`config.mk`:
```
export PLATFORM = sky130hd
export DESIGN_NAME = fetch_pc
export DESIGN_NICKNAME = d
export VERILOG_FILES = /design/src/rtl/common.sv /design/src/rtl/fetch_pc.sv
export SDC_FILE = /design/constraint.sdc
export NUM_CORES = 1
export LEC_CHECK = 0
export BUFFER_PORTS_ARGS = -buffer_cell sky130_fd_sc_hd__buf_2
export CAP_MARGIN = 20
export CORE_MARGIN = 2
export CORE_UTILIZATION = 52
export DETAILED_ROUTE_END_ITERATION = 10
export GPL_ROUTABILITY_DRIVEN = 0
export HOLD_SLACK_MARGIN = 0.08
export PLACE_DENSITY = 0.91
export SETUP_SLACK_MARGIN = 0.5
export SLEW_MARGIN = 20
export SYNTH_ARGS = -nofsm -noshare
export SYNTH_HDL_FRONTEND = slang
export SYNTH_SLANG_ARGS = --single-unit
```
`constraint.sdc`:
```
create_clock -name clk -period 3.25 [get_ports clk]
set_input_delay 0.975 -clock clk [delete_from_list [all_inputs] [get_ports clk]]
set_output_delay 0.975 -clock clk [all_outputs]
set_load 0.02 [all_outputs]
```
`src/rtl/common.sv`:
```
// Shared fetch-stage types: word aliases, fetch sequencer states and the reset PC.
package common;

    typedef logic [63:0] u64;
    typedef logic [31:0] u32;

    typedef enum logic [2:0] {
        S_IDLE,
        S_REQ,
        S_WAIT,
        S_HOLD,
        S_DROP
    } fetch_state_t;

    localparam u64 RESET_PC_DEFAULT = 64'h0000_0000_8000_0000;

endpackage

```
`src/rtl/fetch_pc.sv`:
```
// Architectural fetch PC and instruction-fetch sequencer: one bus transaction at a
// time, one instruction presented to decode per fetch, stale fetches dropped on redirect.
module fetch_pc
    import common::*;
#(
    parameter u64 RESET_PC = RESET_PC_DEFAULT
) (
    input  logic        clk,
    input  logic        resetn,
    input  logic [63:0] pc_selected,
    output logic [63:0] pcplus4,
    input  logic        redirect,
    output logic        ireq_valid,
    output logic [63:0] ireq_addr,
    input  logic        iresp_addr_ok,
    input  logic        iresp_data_ok,
    input  logic [31:0] iresp_data,
    output logic        f_valid,
    output logic [63:0] f_pc,
    output logic [31:0] f_instr,
    output logic        f_exc,
    input  logic        d_ready
);

    fetch_state_t state, state_n;
    u64           pc, pc_n;
    u64           req_addr, req_addr_n;
    logic         stale, stale_n;
    u64           f_pc_q, f_pc_n;
    u32           f_instr_q, f_instr_n;
    logic         f_exc_q, f_exc_n;
    logic         do_launch;
    u64           launch_pc;

    assign pcplus4    = pc + 64'd4;
    assign ireq_valid = (state == S_REQ);
    // ireq_addr comes from its own register so a redirect cannot disturb a pending request
    assign ireq_addr  = req_addr;
    assign f_valid    = (state == S_HOLD);
    assign f_pc       = f_pc_q;
    assign f_instr    = f_instr_q;
    assign f_exc      = f_exc_q;

    always_ff @(posedge clk or negedge resetn) begin
        if (!resetn) begin
            state     <= S_IDLE;
            pc        <= RESET_PC;
            req_addr  <= RESET_PC;
            stale     <= 1'b0;
            f_pc_q    <= RESET_PC;
            f_instr_q <= '0;
            f_exc_q   <= 1'b0;
        end else begin
            state     <= state_n;
            pc        <= pc_n;
            req_addr  <= req_addr_n;
            stale     <= stale_n;
            f_pc_q    <= f_pc_n;
            f_instr_q <= f_instr_n;
            f_exc_q   <= f_exc_n;
        end
    end

    always_comb begin
        state_n    = state;
        pc_n       = pc;
        req_addr_n = req_addr;
        stale_n    = stale;
        f_pc_n     = f_pc_q;
        f_instr_n  = f_instr_q;
        f_exc_n    = f_exc_q;
        do_launch  = 1'b0;
        launch_pc  = redirect ? pc_selected : pc;

        if (redirect)
            pc_n = pc_selected;

        case (state)
            S_IDLE: do_launch = 1'b1;
            S_REQ: begin
                if (iresp_addr_ok) begin
                    if (stale || redirect) begin
                        if (iresp_data_ok)
                            do_launch = 1'b1;
                        else
                            state_n = S_DROP;
                    end else if (iresp_data_ok) begin
                        state_n   = S_HOLD;
                        f_pc_n    = req_addr;
                        f_instr_n = iresp_data;
                        f_exc_n   = 1'b0;
                    end else begin
                        state_n = S_WAIT;
                    end
                end else if (redirect) begin
                    stale_n = 1'b1;
                end
            end
            S_WAIT: begin
                // data arriving with the redirect is already stale; drop it and relaunch
                if (iresp_data_ok) begin
                    if (redirect) begin
                        do_launch = 1'b1;
                    end else begin
                        state_n   = S_HOLD;
                        f_pc_n    = req_addr;
                        f_instr_n = iresp_data;
                        f_exc_n   = 1'b0;
                    end
                end else if (redirect) begin
                    state_n = S_DROP;
                end
            end
            S_HOLD: begin
                if (redirect) begin
                    do_launch = 1'b1;
                end else if (d_ready) begin
                    pc_n      = pc_selected;
                    launch_pc = pc_selected;
                    do_launch = 1'b1;
                end
            end
            S_DROP: begin
                if (iresp_data_ok)
                    do_launch = 1'b1;
            end
            default: state_n = S_IDLE;
        endcase

        if (do_launch) begin
            stale_n = 1'b0;
            if (launch_pc[1:0] != 2'b00) begin
                state_n   = S_HOLD;
                f_exc_n   = 1'b1;
                f_pc_n    = launch_pc;
                f_instr_n = '0;
            end else begin
                state_n    = S_REQ;
                req_addr_n = launch_pc;
            end
        end
    end

endmodule
```
## Word level (Yosys, flattened, before mapping)

Index checks and enable logic that the tools add are counted.

- Register bits: 229
- Output and inout bits: 227

- Add/sub/neg operators: 1
- Equality and inequality tests: 10
- Muxes and demuxes: 50
- Bitwise logic cells: 1
- Reductions and logical operators: 9

Operators with widths:

| cell | count |
|---|---|
| 64-bit 2-to-1 mux | 11 |
| 32-bit 2-to-1 mux | 7 |
| 64-bit case mux with 2 select lines | 1 |
| 64-bit by 3-bit adder with 64-bit output, second input constant | 1 |
| 32-bit case mux with 2 select lines | 1 |
| 3-bit 2-to-1 mux | 7 |
| 1-bit 2-to-1 mux | 19 |
| 4-bit inequality test, second input constant | 3 |
| 3-bit case mux with 3 select lines | 1 |
| 3-bit by 2-bit == test with 1-bit output, second input constant | 2 |
| 2-bit nonzero test | 3 |
| 1-bit case mux with 5 select lines | 1 |
| 5-bit AND reduction | 1 |
| 2-bit by 1-bit inequality test with 1-bit output, second input constant | 2 |
| 3-bit by 1-bit == test with 1-bit output, second input constant | 1 |
| 3-bit == test, second input constant | 1 |
| 3-bit logical NOT | 1 |
| 3-bit by 1-bit inequality test with 1-bit output, second input constant | 1 |
| 3-bit AND reduction | 1 |
| 3-bit OR reduction | 1 |
| 2-bit 2-to-1 mux | 1 |
| 1-bit case mux with 2 select lines | 1 |
| 2-bit AND reduction | 1 |
| 1-bit logical OR | 1 |
| 1-bit inverter | 1 |

## Logic depth before layout (Yosys ltp)

Gate-level depths: netlist (run 1).

- Depth after elaboration: 7
- Depth in mapped cells: 8

## Worst setup path after synthesis (run 1)

No wires, ideal clock.

- Path type: register to output
- From: register pc[4]
- To: output port pcplus4[58]
- Arrival: 2.069 ns
- Required time: 2.275 ns
- Path slack: 0.206 ns
- Cell stages (with the launch flop): 6
- Path buffers: 0
- Cells stage by stage: dfrtp_1 nand4_4 nor4_4 nand4_2 nor3_2 xor2_1

- Word-level cells in the longest chain between the ends: 1

RTL lines:

| what | line | RTL |
|---|---|---|
| from (decl) | fetch_pc.sv:26 | `u64 pc, pc_n;` |
| from (signal assigned) | fetch_pc.sv:55 | `pc <= pc_n;` |
| 64-bit by 3-bit adder with 64-bit output | fetch_pc.sv:35 | `assign pcplus4 = pc + 64'd4;` |
| to (decl) | fetch_pc.sv:11 | `output logic [63:0] pcplus4,` |

No other way between the ends.

## Worst setup path after layout (run 1)

- From: register pc[31]
- To: output port pcplus4[46]

Same word-level chain as after synthesis.

==> metrics.txt, run 1 <==
hold buffer count at cts 0; vias per cell 5.75; register area share after synthesis 0.526; area grow syn2layout 42.3%; crit path capture type output port; Post-synth top cells mux2_2, dfrtp_1, nand2_1, a21oi_1, xor2_1; asr flop ratio synth 1.00; EDFF count, synth 0; startpoint types register; grt ovf 0; placed inst area 13200 µm²; H-tree depth 1; core area 20400 µm²; ranking of synthesized cells by area dfrtp_1, mux2_2, nand2_1, xor2_1, xnor2_1; Final Skew around 0.012 ns; worst min path class primary input to async pin; slowest stage delay, CP approximately 0.57 ns; initial DRC count roughly 450; Vias between 9000 and 10000; Max VDD drop 0.000626 V; HPWL after DPL 21700 µm; final net count 1386; setup ws final -0.183 ns; DRT Pass-1 Iters 4; reg2reg path depth 6; number of buffers created by CTS 24; Fmax between 200 and 300 MHz; Final Power around 0.015 W; Synth Register Bits between 200 and 250; critical path class register to output port; Yosys cell types 47; final hold vios 0; worst slew pin tran 0.707 ns; Arr. time, crit path roughly 2.5 ns; Finished Cell Area between 15000 and 20000 µm²; failing checks negative setup slack; RSZ-0062 raised after global routing yes; Synth warnings 0; CP required 2.27 ns; top-area cell type share of the netlist area 0.519; cell count after synthesis 879; Slew HR 0.529; TritonCTS clock tree done; Skew-Pair Late Insertion Delay between 0.5 and 0.6 ns; Setup-failing EPs final 36; GRT Resource Usage Total 0.305; dominant cell type by area after synthesis dfrtp_1; placed insts 1459; crit path max fanout 5; maxcap violations 0; most frequent cell after synthesis mux2_2; syn avg cell area 12.4 µm²; Critical Path Slowest Stage Cell dfstp_2; Period minus WS final 3.43 ns; first-pass GRT wire length about 52000 µm; final cycle utilization of the critical path 1.06; # DRC 0; initial antenna violation count 2; pin count of the biggest net entering global routing 90; clock sink total 229; crit path cell chain nand4_1 -> buf_6 -> nor2_4 -> nand4_4 -> buf_4 -> nor2_4 -> xor2_2 -> buf_4; final wirelength about 36000 µm; CTS max path bufs 3; layout cells sized above 1 0.646; die area between 20000 and 25000 µm²; WHS approximately 0.47 ns; row count 52; Non-Filler Instances 1569; outcome complete, but fails checks; post-route ant nets 0; final count of pins violating max slew 0; CTS root buf clkbuf_16; die width 149 µm; Final Core Density 0.759; drt wl/cell 22.9 µm; initial core utilization 0.534; ys flop type dfrtp_1; Syn Nets a little under 1000; Pleak approximately 7.4 nW; Buffers on Ports between 300 and 400; clock-pin slew on the worst setup and hold paths about 0.060 ns; Post-Syn Area 10900 µm²; vias in the first global route roughly 9400; Ports 329; cell area power density 961 nW/µm²; die height 149 µm
[placed cells by master, fill, tap and decap left out, types with 15 or more instances in the layout]
master	instances
nor2_1	18
xnor2_2	15
nor3_4	16
buf_6	35
buf_4	106
mux2_2	245
dfrtp_1	214
xor2_1	15
nand2_1	84
nand4_1	16
xor2_2	20
clkbuf_16	25
buf_2	269
a21oi_1	37
[area by class of cell]
| class | instances | area (µm²) |
|---|---|---|
| inverters | 9 | 33.8 |
| repair buffers | 421 | 2750 |
| diodes | 2 | 5.00 |
| well taps | 270 | 338 |
| clock buffers | 35 | 733 |
| fillers | 1163 | 4920 |
| flip-flops and latches | 229 | 5750 |
| clock inverters | 5 | 75.1 |
| multi-input cells | 598 | 5820 |
[critical path, delay by kind of cell (launching register included)]
family        cells  cell delay [ns]
xor+xnor          1             0.16
buf+inv           3             0.56
flops             1             0.57
simple gates      4             0.64
[final timing paths]
check / from / to / slack (ns)
max reg2reg: state[2]$_DFFE_PN0P_ / ireq_addr[19]$_DFFE_PN0P_ / 0.70
max in group asynchronous: resetn / pc[9]$_DFF_PN0_ / 1.95
max: pc[31]$_DFF_PN1_ / pcplus4[46] / -0.18
min in group clk: f_exc$_DFF_PN0_ / f_exc$_DFF_PN0_ / 0.48
min: resetn / f_pc[4]$_DFF_PN0_ / 0.47
min reg2reg: f_exc$_DFF_PN0_ / f_exc$_DFF_PN0_ / 0.48
[flip-flops by register name, indices dropped and copies added, names as in the netlist]
| register | count |
|---|---|
| f_exc | 1 |
| f_instr | 32 |
| f_pc | 64 |
| ireq_addr | 64 |
| pc | 64 |
| stale | 1 |
| state | 3 |
[per-layer routing]
metal,global-route usage,vias up,share of wire
met5,0,-,0.00036
met4,0.129,2,0.046
met3,0.0599,122,0.078
met2,0.543,507,0.51
met1,0.363,4503,0.36
li1,-,3888,-
[power breakdown]
group          switching [W]  total (W)  internal, W  leakage, nW
logic                0.00396    0.00710      0.00314         4.29
clock network        0.00113    0.00284      0.00171        0.402
registers           0.000934    0.00497      0.00404         2.74
total                0.00602     0.0149      0.00889         7.43
[stage by stage]
step / setup WS (ns) / TNS, ns
2_1_floorplan: 0.386 / 0
3_3_place_gp: 0.185 / 0
3_5_place_dp: 0.116 / 0
4_1_cts: -0.133 / -1.68
5_1_grt: -0.286 / -7.45
6_report: -0.183 / -3.35
[cells by family (layout without fill, tap and decap cells)]
| logic type | after synthesis | after routing | synth area share |
|---|---|---|---|
| XOR/XNOR | 60 | 60 | 0.0482 |
| flip-flops | 229 | 229 | 0.526 |
| AO/OA/AOI/OAI | 54 | 54 | 0.0286 |
| other | 0 | 2 | 0 |
| AND/OR/NAND/NOR | 228 | 230 | 0.112 |
| adder cells (fa/ha/maj) | 1 | 1 | 0.00115 |
| buffers and inverters | 54 | 470 | 0.0231 |
| multiplexers | 253 | 253 | 0.261 |
[what timing repair did]
action	4_1_cts	5_1_grt
resized for setup	145	76
setup endpoints to repair	57	59
gates cloned	1	1
setup buffers	50	16
pin swaps	53	39
Note: power is estimated with default switching activity, not from simulation.
==> run 2, diff against run 1 <==
RECOVER_POWER = 100   (was not set)
==> run 2 against run 1 <==
Effect of this change: the run ends with max-capacitance violations, max-slew violations, negative setup slack left; critical path depth is the same; fmax down 0.22%; combinational power is 1% lower; power down 0.42%; clock power barely moved; worst hold slack better by 0.020 ns; sequential cell count unchanged; clock skew barely moved; wire length up 0.26%; critical path type unchanged; non-clock buffer count did not move; global-route usage is the same.
==> metrics.txt, run 2 (same netlist as run 1, synthesis figures left out) <==
outcome complete, but fails checks; failing checks max-capacitance violations, max-slew violations, negative setup slack; post-route ant nets 0; vias per cell 5.74; first-pass GRT wire length 52500 µm; Pleak 7.39 nW; met2 Resource Use GR 0.543; initial DRC count 457; Setup-failing EPs final 78; setup ws final -0.190 ns; clock sink total 229; clock-pin slew on the worst setup and hold paths 0.06 ns; most frequent cells in the layout buf_2, dfrtp_1, mux2_2, buf_4, nand2_1; RR Startpoint state[2]$_DFFE_PN0P_; area grow syn2layout 41.7%; final cycle utilization of the critical path 1.06; HPWL after DPL 21700 µm; startpoint types register; Slew HR -0.566; pre-CTS WS between 0.1 and 0.15 ns; RSZ-0062 raised after global routing yes; Skew-Pair Late Insertion Delay 0.51 ns; CP required 2.27 ns; number of buffers created by CTS 24; Final Skew 0.0125 ns; Buffers on Ports 328; Ports 329; WHS 0.486 ns; Vias 9010; met3 Use GR 0.0599; GRT Resource Usage Total 0.305; initial core utilization 0.534; Period minus WS final between 3 and 4 ns; crit path capture type output port; DRT Pass-1 Iters 4; grt ovf 0; drt wl/cell 23.0 µm; CTS root buf clkbuf_16; reg2reg path depth 5; FF-to-FF End f_pc[50]$_DFF_PN0_; row count 52; placed inst area 13200 µm²; Fmax 291 MHz; GR Util met1 0.363; Max VDD drop 0.000613 V; die height 149 µm; # DRC 0; initial antenna violation count 2; flop2flop setup slack -0.07 ns; final hold vios 0; die width 149 µm; Finished Cell Area around 15000 µm²; Arr. time, crit path 2.47 ns; critical path endpoint pcplus4[46]; critical path class register to output port; leading cell type in the layout, fill and taps excluded buf_2; layout cells sized above 1 0.601; crit path max fanout 5; die area 22100 µm²; cell area power density 961 nW/µm²; final wirelength 36000 µm; maxcap violations 2; final count of pins violating max slew approximately 150; hold buffer count at cts 0; worst slew pin tran 2.35 ns; busiest layer in global routing met2; H-tree depth 1; CTS max path bufs 3; final net count 1386; Worst setup startpoint pc[31]$_DFF_PN1_; Final Core Density 0.756; TritonCTS clock tree done; core area 20400 µm²; worst min path class register to register; vias in the first global route 9423; pin count of the biggest net entering global routing 90
run 2: stage by stage:
stage,std cells,total power (W),TNS (ns)
CTS,1550,0.0146,-1.68
global placement,1459,0.0111,0
floorplan,879,0.00907,0
global route,1568,0.0155,-23.05
finish,1569,0.0148,-4.20
detailed placement,1459,0.0113,0
run 2: power breakdown:
group          internal (W)  switching (W)
Sequential          0.00404       0.000939
Combinational       0.00307        0.00395
Clock               0.00171        0.00113
run 2: critical path, cell delays in order, from the launching register on:
cell and delay [ns]:
dfstp_2 0.56, nand4_1 0.13, buf_6 0.17, nor2_4 0.15
nand4_4 0.25, buf_4 0.24, nor2_4 0.11, xor2_2 0.16
buf_4 0.16
run 2: how the worst min path moves through the flow:
stage,startpoint,endpoint,slack (ns),cells past startpoint
floorplan,pc[1]$_DFF_PN0_,pc[1]$_DFF_PN0_,0.52,2
global placement,f_exc$_DFF_PN0_,f_exc$_DFF_PN0_,0.46,2
detailed placement,f_exc$_DFF_PN0_,f_exc$_DFF_PN0_,0.47,2
CTS,f_exc$_DFF_PN0_,f_exc$_DFF_PN0_,0.49,2
global route,f_exc$_DFF_PN0_,f_exc$_DFF_PN0_,0.51,2
finish,f_exc$_DFF_PN0_,f_exc$_DFF_PN0_,0.49,2
run 2: per-layer routing:
metal,vias up,routed length (µm)
met3,121,2630
met4,2,1660
li1,3898,-
met2,465,18500
met5,-,13
met1,4524,13200
run 2: layout make-up:
cell class / instances / area (µm²)
Clock buffer: 35 / 733
Tap cell: 270 / 338
Clock inverter: 5 / 75.1
Inverter: 9 / 33.8
Fill cell: 1179 / 4980
Timing Repair Buffer: 421 / 2700
Sequential cell: 229 / 5750
Antenna cell: 2 / 5.00
Multi-Input combinational cell: 598 / 5810
run 2: what timing repair did:
action | in CTS | in global routing
gates resized for setup | 145 | 76
gates cloned | 1 | 1
setup endpoints to repair | 57 | 59
hold endpoints to repair | 0 | 0
buffers inserted | 50 | 16
pin swaps | 53 | 39
